===== src/rtl/wb_reg_file.sv =====
// Write-back stage and 32-entry architectural register file.
// Selects the write-back value (load data or ALU result), commits it on the
// rising edge, serves two combinational ID-stage read ports with a
// same-cycle bypass, and exposes a registered debug read port plus a
// saturating count of committed writes.
module wb_reg_file #(
  parameter int DATA_W = 32,
  parameter int ADDR_W = 5,
  parameter int CNT_W  = 16
) (
  input  logic              clk,
  input  logic              rst_n,
  input  logic [1:0]        WB,
  input  logic [DATA_W-1:0] read_data,
  input  logic [DATA_W-1:0] ALU_result,
  input  logic [ADDR_W-1:0] RegDst_address,
  input  logic [ADDR_W-1:0] rs_addr,
  input  logic [ADDR_W-1:0] rt_addr,
  output logic [DATA_W-1:0] rs_data,
  output logic [DATA_W-1:0] rt_data,
  output logic [DATA_W-1:0] wb_data,
  output logic              wb_en,
  input  logic [ADDR_W-1:0] dbg_addr,
  output logic [DATA_W-1:0] dbg_data,
  output logic [CNT_W-1:0]  write_count
);

  localparam int NUM_REGS = 1 << ADDR_W;

  logic [DATA_W-1:0] regs [NUM_REGS];

  // Write-back value select and commit qualification. Register 0 is never
  // written, and no commit is possible while reset is held.
  always_comb begin
    wb_data = WB[0] ? read_data : ALU_result;
    wb_en   = WB[1] && (RegDst_address != '0) && rst_n;
  end

  // Read port A: r0 reads zero, then the in-flight write wins, then the array.
  always_comb begin
    // NOTE: assign a default first so every path drives the output; a
    // missing branch in always_comb would otherwise infer a latch.
    rs_data = regs[rs_addr];
    if (rs_addr == '0)
      rs_data = '0;
    else if (wb_en && (rs_addr == RegDst_address))
      rs_data = wb_data;
  end

  // Read port B: same priority as port A; both may bypass in one cycle.
  always_comb begin
    rt_data = regs[rt_addr];
    if (rt_addr == '0)
      rt_data = '0;
    else if (wb_en && (rt_addr == RegDst_address))
      rt_data = wb_data;
  end

  // Register array: cleared by reset, one write per edge when wb_en is high.
  always_ff @(posedge clk or negedge rst_n) begin
    if (!rst_n) begin
      // NOTE: this array is architecturally visible and must read zero right
      // after reset, so it is reset explicitly; that forces flops rather than
      // a RAM macro, which is acceptable at 32 entries.
      for (int i = 0; i < NUM_REGS; i++)
        regs[i] <= '0;
    end else if (wb_en) begin
      // NOTE: sequential state is updated with non-blocking assignments so
      // every always_ff samples pre-edge values and ordering cannot matter.
      regs[RegDst_address] <= wb_data;
    end
  end

  // Debug read: registered, sampled from the array before this edge's write.
  always_ff @(posedge clk or negedge rst_n) begin
    if (!rst_n)
      dbg_data <= '0;
    else
      dbg_data <= (dbg_addr == '0) ? '0 : regs[dbg_addr];
  end

  // Committed-write counter, saturating at all-ones.
  always_ff @(posedge clk or negedge rst_n) begin
    if (!rst_n)
      write_count <= '0;
    else if (wb_en && (write_count != '1))
      write_count <= write_count + 1'b1;
  end

endmodule

===== config.mk =====
export PLATFORM = sky130hd
export DESIGN_NAME = wb_reg_file
export DESIGN_NICKNAME = d
export VERILOG_FILES = /design/src/rtl/wb_reg_file.sv
export SDC_FILE = /design/constraint.sdc
export NUM_CORES = 2
export LEC_CHECK = 0
export ABC_AREA = 1
export BUFFER_PORTS_ARGS = -buffer_cell sky130_fd_sc_hd__buf_2
export CORE_ASPECT_RATIO = 1.4
export CORE_MARGIN = 5
export CORE_UTILIZATION = 25
export CTS_CLUSTER_DIAMETER = 50
export CTS_CLUSTER_SIZE = 28
export DETAILED_ROUTE_END_ITERATION = 8
export PLACE_DENSITY_LB_ADDON = 0.12
export SETUP_SLACK_MARGIN = 0.3
export SYNTH_ARGS = -nofsm -noshare
export SYNTH_HDL_FRONTEND = slang
export SYNTH_SLANG_ARGS = --single-unit
export TNS_END_PERCENT = 30

===== constraint.sdc =====
create_clock -name clk -period 3.95 [get_ports clk]
set_input_delay 0.5925 -clock clk [delete_from_list [all_inputs] [get_ports clk]]
set_output_delay 0.5925 -clock clk [all_outputs]
set_load 0.01 [all_outputs]

Yosys cells after proc, flatten, opt, wreduce, memory -nomap -nowiden
Index checks and enable logic that the tools add are counted.
{ "op_classes": {"add_sub_neg": 1, "n_lt_le_gt_ge": 5, "eq_ne": 3, "mux": 18, "bitwise_logic": 4, "reduce_logical": 10} }
{ "ops": {"columns": ["cell", "count"], "rows": [
  ["1024-bit bitwise mux", 1],
  ["32-bit binary-select mux with 5-bit select", 3],
  ["32-bit 2-to-1 mux", 13],
  ["32-bit demux with 5-bit select", 1],
  ["6-bit greater-or-equal comparator (second input constant)", 4],
  ["5-bit inverter with 6-bit output", 4],
  ["16-bit by 1-bit adder with 16-bit output (second input constant)", 1],
  ["16-bit != test (second input constant)", 1],
  ["5-bit zero test", 3],
  ["5-bit == test", 2],
  ["1-bit logical AND", 6],
  ["6-bit by 1-bit < comparator with 1-bit output (second input constant)", 1],
  ["5-bit nonzero test", 1]
]} }
{ "word_totals": {"reg_bits": 1072, "input_bits": 88, "out_inout_bits": 145, "wordCells": 75} }

Longest topological paths before layout
{ "logic_depth": {"depth_word": 6, "ltp_mapped": 14} }

Least setup slack after synthesis
OpenSTA, ideal clock, no wires.
{ "synth_path": {"path_kind": "input port to output port", "from": "input rt_addr[0]", "to": "output rt_data[24]", "t_arrival_ns": 2.073, "required_time_ns": 3.357, "path_slack_ns": 1.284, "path_stages": 12, "path_cell_list": "clkbuf_1 > clkbuf_1 > clkbuf_1 > buf_2 > nand2_1 > nand3_1 > nand3_1 > nand3_1 > nand3_1 > nand3_1 > nand2_1 > nor2_1"} }
{ "synth_via": {"elab_chain_cells": 6, "elab_cells_between_ends": 9} }
{ "synth_rtl": {"columns": ["item", "line_no", "source"], "rows": [
  ["from (decl)", "18", "input logic [ADDR_W-1:0] rt_addr,"],
  ["5-bit inverter with 6-bit output (not written as such)", "52", "rt_data = regs[rt_addr];"],
  ["32-bit binary-select mux with 5-bit select", "52", null],
  ["32-bit 2-to-1 mux (not written as such) (2 in series)", "52", null],
  ["32-bit 2-to-1 mux", "55", "else if (wb_en && (rt_addr == RegDst_address))"],
  ["32-bit 2-to-1 mux *", "53", "if (rt_addr == '0)"],
  ["to (decl)", "20", "output logic [DATA_W-1:0] rt_data,"]
]} }
Every way passes the cells marked *; elsewhere a longest branch is shown, timed or not. The select of a mux whose other input is x is not followed.

Worst setup path after layout
{ "layout_path": {"from": "input rt_addr[0]", "to": "output rt_data[1]"} }
Same word-level chain as after synthesis.

==> flow_summary_export.csv <==
group,metric,value,unit
drt,routedWlPerCell,28.5,microns
setup_path,critPathLaunchType,"input pin",
place,portBuffers,232,
sta,hold_viol_final,0,
global_routing,grt_pass1_wl,575000,microns
sta,rsz0062_at_grt,"true",
setup_path,slowest_stage,"nand3_1",
power,power_density,466,nW/um^2
drt,routed_wirelength,411000,microns
synthesis,async_flop_share,1.00,
setup_path,r2r-end,"dbg_data[19]",
global_routing,grt_usage,0.273,
setup_path,crit_chain,"buf_8 > inv_8 > buf_12 > buf_4 > nand2_1 > nand3_1 > nand3_1 > nand3_1 > nand3_1 > nand3_1 > nand2_1 > inv_1 > buf_2",
cts,clkLatencyLatePin,0.89,ns
setup_path,cp.required,3.36,ns
synthesis,synthFlopType,"dfrtp_1",
cts,clock_path_buffers,4,
worst_hold_path,min_to,"regs[684]",
sta,tightestPinTransition,1.00,ns
global_routing,grt_max_degree,142,
cts,cts_root_buf,"clkbuf_16",
global_routing,grt_pass1_vias,73654,
setup_path,cp.arrival,3.09,ns
sta,finalCritPeriodShare,0.933,
cells_and_area,fin_cells,14440,
setup_path,crit-reg2reg-launch,"regs[19]",
power,p_leak,37.2,nW
synthesis,synth.avg_cell_area,6.45,sq um
die,dieHeight,634,microns
synthesis,ys_warn_count,0,
cells_and_area,fill_cells,30624,
setup_path,worstRegToRegCells,8,
synthesis,synth_cell_types,32,
die,die_w,456,microns
die,num_rows,229,
cts,cts-buffers-inserted,167,
cells_and_area,layout_commonest_cell,"nand2_1",
place,place_congestion,0.881,
cells_and_area,syn_to_final_growth,18.7,%
worst_hold_path,hp-class,"in -> reg",
drt,remaining_drc_errors,0,
cts,post_cts_buffers,0,
drt,vias_per_cell,5.45,
place,post-place-cells,14121,
setup_path,cp_slowest_stage_delay,0.38,ns
cts,cts.clk_slew.worst_paths,0.06,ns
synthesis,synth_enable_flop_cells,0,
setup_path,cp_common_cell,"nand3_1",
die,die_area,289000,sq um
setup_path,critPathBufInv,6,
global_routing,antenna_found_initial,22,
setup_path,cp-startpoint,"rt_addr[0]",
setup_path,crit_type,"in -> out",
sta,timing.fmax,271,MHz
cells_and_area,nets,10684,
cts,cts_tree,"done",
setup_path,crit_family,"simple AND/OR/NAND/NOR gates",
sta,skew,0.0561,ns
sta,fin_hold_ws,0.250,ns
worst_hold_path,hp-start,"ALU_result[12]",
drt,ant_nets,0,
sta,finalMaxSlewViolations,0,
drt,drt_iter0_drc,10147,
cells_and_area,drive_above_1_share,0.0969,
die,ios,233,
cells_and_area,utilization,0.298,
drt,via_count,78723,
place,placed_cell_area,76700,sq um
die,core-area,277000,sq um
sta,setup_viol_count_final,0,
cts,cts_sinks,1072,
sta,fin_crit,3.69,ns
synthesis,syn-num-nets,10873,
cells_and_area,stdcell_area,82500,sq um
global_routing,gr-total-overflow,0,
drt,first_pass_iters,6,
setup_path,endpoint_kind,"output port",
setup_path,cp_max_fo,31,
cts,h-tree-depth,4,
status,status,"finished clean",
synthesis,ys_ff_latch,1072,
sta,fin_tns_setup,0,ns
cells_and_area,most-common-layout-cells,"3,596 x nand2_1, 1,908 x nand3_1, 1,247 x o21ai_0, 1,072 x dfrtp_1, 667 x inv_1",
synthesis,synth.yosys.seq_area_share,0.386,
die,initial_core_util,0.251,
worst_hold_path,min_delay_path_depth,3,
setup_path,r2r_slack,2.02,ns
place,dp_hpwl,250000,microns
sta,timing.slew.headroom,0.333,
synthesis,netlist_area,69600,sq um
run,max_cap_viol_count,0,
power,ir_worst_vdd,0.000303,V
synthesis,synth_cells,10784,
[cell type report]
type	instances	area, sq um	area share
Clock inverter	93	1230	0.0149
Multi-Input combinational cell	8027	36800	0.445
Inverter	686	2650	0.0321
Tap cell	3696	4620	0.0560
Timing Repair Buffer	641	5880	0.0713
Antenna cell	24	60.1	0.000728
Sequential cell	1072	26800	0.325
Clock buffer	201	4510	0.0546
[stage by stage]
stage / power [mW] / setup slack [ns]
2_1_floorplan: 18.7 / 1.28
3_3_place_gp: 22.4 / 0.255
3_5_place_dp: 22.5 / 0.296
4_1_cts: 38.7 / 0.344
5_1_grt: 40.2 / 0.249
6_report: 38.4 / 0.265
[sequential cells by signal, indices dropped and copies added (netlist names)]
register     count
regs          1024
dbg_data        32
write_count     16
[cells by family after synthesis]
| family | Yosys count | synth area share |
|---|---|---|
| xor+xnor | 19 | 0.00239 |
| flops | 1072 | 0.386 |
| fa+ha+maj | 1 | 0.000180 |
| simple gates | 5825 | 0.352 |
| compound gates | 2182 | 0.167 |
| buf+inv | 1685 | 0.0927 |
[power by group]
part	internal (mW)	switching (mW)
Clock	9.65	6.32
Combinational	2.68	5.59
Sequential	12.6	1.64
Total	24.9	13.5
[tightest hold or removal path, delay by kind of cell]
| family | cells | cell delay [ns] |
|---|---|---|
| compound gates | 2 | 0.38 |
| buf+inv | 1 | 0.10 |
[worst max path at each step]
stage,endpoint,cells after the start
floorplan,rt_data[24],12
global placement,rt_data[3],12
detailed placement,rt_data[3],12
CTS,rt_data[1],9
global route,rs_data[30],11
finish,rt_data[1],13
[synthesized netlist by cell type (15+ instances only)]
cell	n	share of area
o21ai_1	194	0.014
buf_1	91	0.0049
nand4_1	16	0.0014
o211ai_1	259	0.028
inv_1	675	0.036
nand3_1	1912	0.14
nand2_1	3620	0.20
buf_2	93	0.0067
o21ai_0	1279	0.092
nor2_1	222	0.012
a21oi_1	429	0.031
clkbuf_1	814	0.044
dfrtp_1	1072	0.39
or2_2	28	0.0025
nor3_1	15	0.0011
[timing repair]
| action | 4_1_cts | 5_1_grt |
|---|---|---|
| endpoints found under the hold margin | 128 | 0 |
| gates cloned | 0 | 0 |
| resized for setup | 1 | 3 |
| endpoints found under the setup margin | 1 | 7 |
| hold buffers | 1 | 0 |
[metal layers]
layer / share of wire / vias to the layer above / GRT usage / routed length (microns)
met5: 0.00019 / - / 0 / 80
met4: 0.063 / 14 / 0.151 / 26000
met3: 0.083 / 972 / 0.0483 / 34300
met2: 0.45 / 4257 / 0.432 / 183000
met1: 0.41 / 38332 / 0.353 / 168000
li1: - / 35148 / - / -
Note: power is estimated with default switching activity, not from simulation.
